`config.mk`:
```
export PLATFORM = sky130hd
export DESIGN_NAME = uart_tx_mmio
export DESIGN_NICKNAME = d
export VERILOG_FILES = /design/src/rtl/uart_mmio_pkg.sv /design/src/rtl/uart_tx_mmio_sync_fifo8.sv /design/src/rtl/uart_tx_mmio.sv
export SDC_FILE = /design/constraint.sdc
export NUM_CORES = 1
export LEC_CHECK = 0
export ABC_CLOCK_PERIOD_IN_PS = 4400
export BUFFER_PORTS_ARGS = -buffer_cell sky130_fd_sc_hd__buf_2
export CAP_MARGIN = 5
export CELL_PAD_IN_SITES_DETAIL_PLACEMENT = 0
export CELL_PAD_IN_SITES_GLOBAL_PLACEMENT = 1
export CORE_MARGIN = 3
export CORE_UTILIZATION = 48
export DETAILED_ROUTE_END_ITERATION = 7
export GPL_TIMING_DRIVEN = 0
export PLACE_DENSITY = 0.89
export SYNTH_ARGS = -nofsm -noshare
export SYNTH_HDL_FRONTEND = slang
export SYNTH_SLANG_ARGS = --single-unit
```
`constraint.sdc`:
```
create_clock -name clk -period 4.4 [get_ports clk]
set_clock_uncertainty 0.05 [all_clocks]
set_input_delay 0.66 -clock clk [delete_from_list [all_inputs] [get_ports clk]]
set_output_delay 0.66 -clock clk [all_outputs]
set_load 0.1 [all_outputs]
```
`src/rtl/uart_mmio_pkg.sv`:
```
// ============================================================================
// Module   : uart_mmio_pkg
// Purpose  : Shared constants, FSM state type and read-sizing helper for the
//            memory-mapped UART transmitter.
// Revision : 1.0  initial release
// ============================================================================
`default_nettype none

package uart_mmio_pkg;

    localparam logic [1:0] REG_TXDATA  = 2'd0;
    localparam logic [1:0] REG_STATUS  = 2'd1;
    localparam logic [1:0] REG_BAUDDIV = 2'd2;
    localparam logic [1:0] REG_CTRL    = 2'd3;

    localparam logic [1:0] OPT_NONE = 2'b00;
    localparam logic [1:0] OPT_BYTE = 2'b01;
    localparam logic [1:0] OPT_HALF = 2'b10;
    localparam logic [1:0] OPT_WORD = 2'b11;

    localparam int STAT_BUSY  = 0;
    localparam int STAT_FULL  = 1;
    localparam int STAT_EMPTY = 2;
    localparam int STAT_OVF   = 3;

    localparam int CTRL_TX_EN   = 0;
    localparam int CTRL_IRQ_EN  = 1;
    localparam int CTRL_OVF_CLR = 2;

    typedef enum logic [1:0] {
        S_IDLE  = 2'd0,
        S_START = 2'd1,
        S_DATA  = 2'd2,
        S_STOP  = 2'd3
    } tx_state_t;

    // Narrow a register value to the requested access width, optionally sign-extending.
    function automatic logic [31:0] size_read(input logic [31:0] raw,
                                              input logic [1:0]  opt,
                                              input logic        sext);
        logic [31:0] res;
        unique case (opt)
            OPT_BYTE: res = {{24{sext & raw[7]}}, raw[7:0]};
            OPT_HALF: res = {{16{sext & raw[15]}}, raw[15:0]};
            OPT_WORD: res = raw;
            default:  res = 32'h0;
        endcase
        return res;
    endfunction

endpackage

`default_nettype wire

```
`src/rtl/uart_tx_mmio_sync_fifo8.sv`:
```
// ============================================================================
// Module   : sync_fifo8
// Purpose  : Byte-wide synchronous FIFO with show-ahead head output.
// Revision : 1.0  initial release
// ============================================================================
`default_nettype none

module sync_fifo8 #(
    parameter int unsigned DEPTH = 8
) (
    input  logic                     clk,
    input  logic                     reset,
    input  logic                     push,
    input  logic [7:0]               din,
    input  logic                     pop,
    output logic [7:0]               dout,
    output logic                     full,
    output logic                     empty,
    output logic [$clog2(DEPTH):0]   count,
    output logic                     accept
);
    localparam int unsigned AW       = $clog2(DEPTH);
    localparam logic [AW:0] FULL_CNT = (AW+1)'(DEPTH);

    logic [7:0]    mem_q [DEPTH];
    logic [AW-1:0] wr_ptr_q, wr_ptr_d;
    logic [AW-1:0] rd_ptr_q, rd_ptr_d;
    logic [AW:0]   count_q, count_d;
    logic          do_push, do_pop;

    assign full   = (count_q == FULL_CNT);
    assign empty  = (count_q == '0);
    assign count  = count_q;
    assign dout   = mem_q[rd_ptr_q];
    assign accept = do_push;

    // A push into a full FIFO still fits when the head leaves on the same edge.
    always_comb begin
        do_pop   = pop & ~empty;
        do_push  = push & (~full | do_pop);
        wr_ptr_d = wr_ptr_q + AW'(do_push);
        rd_ptr_d = rd_ptr_q + AW'(do_pop);
        count_d  = count_q + (AW+1)'(do_push) - (AW+1)'(do_pop);
    end

    always_ff @(posedge clk) begin
        if (reset) begin
            wr_ptr_q <= '0;
            rd_ptr_q <= '0;
            count_q  <= '0;
        end else begin
            wr_ptr_q <= wr_ptr_d;
            rd_ptr_q <= rd_ptr_d;
            count_q  <= count_d;
        end
    end

    always_ff @(posedge clk) begin
        if (do_push) begin
            mem_q[wr_ptr_q] <= din;
        end
    end

endmodule

`default_nettype wire

```
`src/rtl/uart_tx_mmio.sv`:
```
// ============================================================================
// Module   : uart_tx_mmio
// Purpose  : Bus-responder UART transmitter (8N1) with TX FIFO, status,
//            baud divisor and control registers, and a level interrupt.
// Revision : 1.0  initial release
// ============================================================================
`default_nettype none

module uart_tx_mmio
    import uart_mmio_pkg::*;
#(
    parameter logic [31:0] BASE_ADDR   = 32'h4000_0010,
    parameter int unsigned FIFO_DEPTH  = 8,
    parameter logic [15:0] DEFAULT_DIV = 16'd434
) (
    input  logic        clk,
    input  logic        reset,
    input  logic [31:0] address,
    input  logic [31:0] wdata,
    input  logic [1:0]  read_option,
    input  logic [1:0]  write_option,
    input  logic        extra_op,
    output logic [31:0] rdata,
    output logic        uart_txd,
    output logic        tx_irq
);
    localparam int unsigned CW = $clog2(FIFO_DEPTH) + 1;

    logic          sel, wr_any, wr_word, push, pop;
    logic [1:0]    reg_idx;
    logic [7:0]    fifo_dout;
    logic          fifo_full, fifo_empty, fifo_accept;
    logic [CW-1:0] fifo_count;
    logic [15:0]   div_eff, reload;
    logic [31:0]   status, raw;
    logic          unused_bits;

    tx_state_t     state_q, state_d;
    logic [15:0]   cnt_q, cnt_d;
    logic [2:0]    bit_q, bit_d;
    logic [7:0]    shreg_q, shreg_d;
    logic          txd_q, txd_d;
    logic [15:0]   baud_q, baud_d;
    logic          tx_en_q, tx_en_d;
    logic          irq_en_q, irq_en_d;
    logic          ovf_q, ovf_d;
    logic          irq_q, irq_d;

    assign sel         = (address[31:4] == BASE_ADDR[31:4]);
    assign reg_idx     = address[3:2];
    assign wr_any      = sel & (write_option != OPT_NONE);
    assign wr_word     = sel & (write_option == OPT_WORD);
    assign push        = wr_any & (reg_idx == REG_TXDATA);
    assign unused_bits = ^{address[1:0], wdata[31:16]};

    sync_fifo8 #(.DEPTH(FIFO_DEPTH)) u_fifo (
        .clk    (clk),
        .reset  (reset),
        .push   (push),
        .din    (wdata[7:0]),
        .pop    (pop),
        .dout   (fifo_dout),
        .full   (fifo_full),
        .empty  (fifo_empty),
        .count  (fifo_count),
        .accept (fifo_accept)
    );

    assign div_eff = (baud_q == 16'd0) ? 16'd1 : baud_q;
    assign reload  = div_eff - 16'd1;

    always_comb begin
        status                 = 32'h0;
        status[STAT_BUSY]      = (state_q != S_IDLE);
        status[STAT_FULL]      = fifo_full;
        status[STAT_EMPTY]     = fifo_empty;
        status[STAT_OVF]       = ovf_q;
        status[15:8]           = 8'(fifo_count);
        unique case (reg_idx)
            REG_STATUS:  raw = status;
            REG_BAUDDIV: raw = {16'h0, baud_q};
            REG_CTRL:    raw = {30'h0, irq_en_q, tx_en_q};
            default:     raw = 32'h0;
        endcase
        rdata = sel ? size_read(raw, read_option, extra_op) : 32'h0;
    end

    // Serialiser: the divisor is re-read at every bit boundary via reload.
    always_comb begin
        state_d = state_q;
        cnt_d   = cnt_q;
        bit_d   = bit_q;
        shreg_d = shreg_q;
        txd_d   = txd_q;
        pop     = 1'b0;
        unique case (state_q)
            S_IDLE: begin
                txd_d = 1'b1;
                if (tx_en_q && !fifo_empty) begin
                    pop     = 1'b1;
                    shreg_d = fifo_dout;
                    cnt_d   = reload;
                    txd_d   = 1'b0;
                    state_d = S_START;
                end
            end
            S_START: begin
                if (cnt_q == 16'd0) begin
                    cnt_d   = reload;
                    bit_d   = 3'd0;
                    txd_d   = shreg_q[0];
                    state_d = S_DATA;
                end else begin
                    cnt_d = cnt_q - 16'd1;
                end
            end
            S_DATA: begin
                if (cnt_q == 16'd0) begin
                    cnt_d = reload;
                    if (bit_q == 3'd7) begin
                        txd_d   = 1'b1;
                        state_d = S_STOP;
                    end else begin
                        bit_d   = bit_q + 3'd1;
                        shreg_d = {1'b0, shreg_q[7:1]};
                        txd_d   = shreg_q[1];
                    end
                end else begin
                    cnt_d = cnt_q - 16'd1;
                end
            end
            S_STOP: begin
                if (cnt_q == 16'd0) begin
                    if (tx_en_q && !fifo_empty) begin
                        pop     = 1'b1;
                        shreg_d = fifo_dout;
                        cnt_d   = reload;
                        txd_d   = 1'b0;
                        state_d = S_START;
                    end else begin
                        txd_d   = 1'b1;
                        state_d = S_IDLE;
                    end
                end else begin
                    cnt_d = cnt_q - 16'd1;
                end
            end
            default: state_d = S_IDLE;
        endcase
    end

    always_comb begin
        baud_d   = baud_q;
        tx_en_d  = tx_en_q;
        irq_en_d = irq_en_q;
        ovf_d    = ovf_q | (push & ~fifo_accept);
        if (wr_word && reg_idx == REG_BAUDDIV) begin
            baud_d = wdata[15:0];
        end
        if (wr_word && reg_idx == REG_CTRL) begin
            tx_en_d  = wdata[CTRL_TX_EN];
            irq_en_d = wdata[CTRL_IRQ_EN];
            if (wdata[CTRL_OVF_CLR]) begin
                ovf_d = 1'b0;
            end
        end
        irq_d = irq_en_q & fifo_empty & (state_q == S_IDLE);
    end

    always_ff @(posedge clk) begin
        if (reset) begin
            state_q  <= S_IDLE;
            cnt_q    <= 16'd0;
            bit_q    <= 3'd0;
            shreg_q  <= 8'd0;
            txd_q    <= 1'b1;
            baud_q   <= DEFAULT_DIV;
            tx_en_q  <= 1'b1;
            irq_en_q <= 1'b0;
            ovf_q    <= 1'b0;
            irq_q    <= 1'b0;
        end else begin
            state_q  <= state_d;
            cnt_q    <= cnt_d;
            bit_q    <= bit_d;
            shreg_q  <= shreg_d;
            txd_q    <= txd_d;
            baud_q   <= baud_d;
            tx_en_q  <= tx_en_d;
            irq_en_q <= irq_en_d;
            ovf_q    <= ovf_d;
            irq_q    <= irq_d;
        end
    end

    assign uart_txd = txd_q;
    assign tx_irq   = irq_q;

endmodule

`default_nettype wire
```
==> flow_summary.ini <==
[run_status]
status = finished, final reports clean

[place]
dp_cells = 902
io_buffers = 85
hpwl_um = 12800
gp_congestion = 0.912

[cts]
ctsResizeCount = 0
cts_hold_buf = 0
clkTransAtPathRegs_ns = 0.06
cts_setup_buffers = 0
cts_sinks = 124
htree_levels = 4
clk_latency_ns = 0.42
clockBufferDepth = 2
clock-root-buffer = clkbuf_16
cts_tree = done
cts_buffers = 17

[setup_path]
setup.worst_path.start_class = flip-flop
slowest_stage = nor3_1
r2r_start = cnt_q[3]
cp.arrival_ns = 4.12
crit_fanout = 7
criticalPathCategory = reg2reg
crit_required_ns = 4.63
path_cells = nor3_1 -> nand4_1 -> nor2_1 -> a21oi_1 -> nor3_1 -> ha_1 -> inv_1 -> ha_1 -> inv_1 -> fa_1 -> xor2_1 -> nor2_1
critPathMaxStageDelay_ns = 0.61
setup.worst_path.start = cnt_q[3]
crit_path_end_kind = flip-flop

[drt]
postRouteWirelength_um = 17900
ant_nets = 0
wl_per_cell_um = 19.1
drtIter0Drc = 559
route.detailed.drc = 0
via_per_inst = 6.06
firstDrtPassIters = 5
dr_total_vias = 5675

[die]
die_w_um = 124
die_h_um = 124
core_area_sq_mm = 0.0135
core.rowCount = 42
initial_core_util_pct = 49.8
io_pins = 105
die_area_sq_mm = 0.0154

[logic_synthesis]
synth_edf_count = 64
yosysSeqAreaShare_pct = 46.6
yosys.area.top_type = edfxtp_1
synthTopCellsByArea = edfxtp_1 29%, dfxtp_1 18%, mux2i_1 5.4%
synth_area_per_cell_sq_um = 10.5
syn_nets = 730
synth_top_area_share_pct = 28.7
ys_seq_elements = 124
netlist_area_sq_mm = 0.00671
syn_inst = 640
synth_cell_types = 69
ys_warn_count = 0
yosys.cell_count.top_type = edfxtp_1
synth_flop_cell = edfxtp_1
synthArstFlopShare_pct = 0
ys_top_cells_by_count = 64 x edfxtp_1, 60 x dfxtp_1, 52 x nor2_1

[timing]
final_max_slew_viol_count = 0
rsz0062_at_grt = false
fin_crit_ns = 3.89
setup_violations = 0
hold_viol_final = 0
tightest_slew_ns = 1.08
setup_tns_ns = 0
slew_headroom_pct = 27.3
timing.final.crit_share_pct = 88.3
max_clock_freq_mhz = 257

[final_layout]
nets = 838
final_cells = 936
area_growth_pct = 18.3
layout-drive-gt1-share_pct = 23.6
antenna_cells = 0

[run]
maxCapViolCount = 0

[global_route]
grt_overflow = 0
grt_antenna_before_repair = 0
grt_pass1_vias = 5503
grtUsageTotal_pct = 24.2
grt_max_degree = 17
grt_pass1_wl_um = 28400

[worst_hold_path]
hp-class = reg2reg
min_from = shreg_q[4]

[power]
power_density_mw_per_mm2 = 541
power.leakage_nw = 2.99
vdd_ir_drop_max_uv = 278
[flip-flops by register name, summed over array words and instances (netlist names)]
signal / flops
u_fifo.wr_ptr_q: 3
u_fifo.mem_q: 64
state_q: 2
ovf_q: 1
u_fifo.count: 4
uart_txd: 1
tx_irq: 1
shreg_q: 8
cnt_q: 16
bit_q: 3
baud_q: 16
irq_en_q: 1
u_fifo.rd_ptr_q: 3
tx_en_q: 1
[metrics by stage]
step / hold slack [ns] / power, mW / instance area (sq um) / utilization [%] / setup slack [ns]
6_report: 0.410 / 4.29 / 7930 / 58.9 / 0.514
5_1_grt: 0.430 / 4.52 / 7930 / 58.9 / 0.327
4_1_cts: 0.413 / 4.27 / 7910 / 58.8 / 0.556
3_5_place_dp: 0.405 / 3.00 / 7370 / 54.8 / 0.571
3_3_place_gp: 0.398 / 2.97 / 7350 / 54.7 / 0.458
2_1_floorplan: 0.389 / 2.60 / 6710 / - / 0.0575
[cells by family after synthesis]
kind of cell,Yosys count,share of synthesized area [%]
simple gates,205,15.9
mux,57,11.6
compound gates,140,14.4
fa+ha+maj,19,3.66
buf+inv,77,5.60
xor+xnor,18,2.35
flops,124,46.6
[routing by layer]
metal	part of all wire, %	global-route usage (%)	vias to the layer above
met5	0	0	-
met4	2.7	10.5	0
met3	8.1	6.09	50
met2	47	37.4	287
met1	43	32.4	2693
li1	-	-	2645
[worst max-delay path, delay by kind of cell, from the launching register on]
family	cells	cell delay (ns)
xor+xnor	1	0.19
fa+ha+maj	3	0.86
flops	1	0.38
simple gates	5	2.02
compound gates	1	0.13
buf+inv	2	0.12
[placed cells by master, fill, tap and decap left out, types with 6 or more instances in the layout]
cell | netlist | final
clkbuf_1 | 29 | 29
ha_1 | 18 | 18
nand3_1 | 9 | 9
nor3_1 | 22 | 21
nor2b_1 | 10 | 10
nor4_1 | 20 | 19
and3_1 | 9 | 9
dfxtp_1 | 60 | 60
mux4_2 | 16 | 16
xnor2_1 | 9 | 9
nor2_1 | 52 | 52
inv_1 | 22 | 22
buf_4 | 15 | 17
edfxtp_1 | 64 | 64
o211ai_1 | 13 | 13
or4_1 | 6 | 6
o21ai_0 | 23 | 23
buf_2 | 6 | 92
a22oi_1 | 8 | 8
o41ai_1 | 6 | 6
nand2_1 | 43 | 43
clkbuf_16 | 0 | 17
xor2_1 | 9 | 9
o32ai_1 | 6 | 6
mux2i_1 | 36 | 36
a21oi_1 | 32 | 31
o31ai_1 | 6 | 6
[report_power, final]
group	switching [mW]	leakage, nW	internal [mW]	total, mW
clock network	0.551	0.263	0.726	1.28
logic	0.965	1.67	0.646	1.61
registers	0.0902	1.06	1.31	1.40
[final cells by class]
class | count | area [sq um]
fillers | 1125 | 5520
multi-input cells | 439 | 3220
flip-flops and latches | 124 | 3120
repair buffers | 89 | 453
clock buffers | 17 | 425
plain buffers | 55 | 293
well taps | 176 | 220
clock inverters | 14 | 111
inverters | 22 | 82.6
[final timing paths]
check                    endpoint  slack [ns]  depth (start not counted)
setup / recovery  u_fifo.count[2]        0.51                         12
hold / removal         shreg_q[4]        0.41                          2
setup reg to reg  u_fifo.count[2]        0.51                         12
hold reg to reg        shreg_q[4]        0.41                          2
No activity file was read; power rests on OpenSTA's default activity.
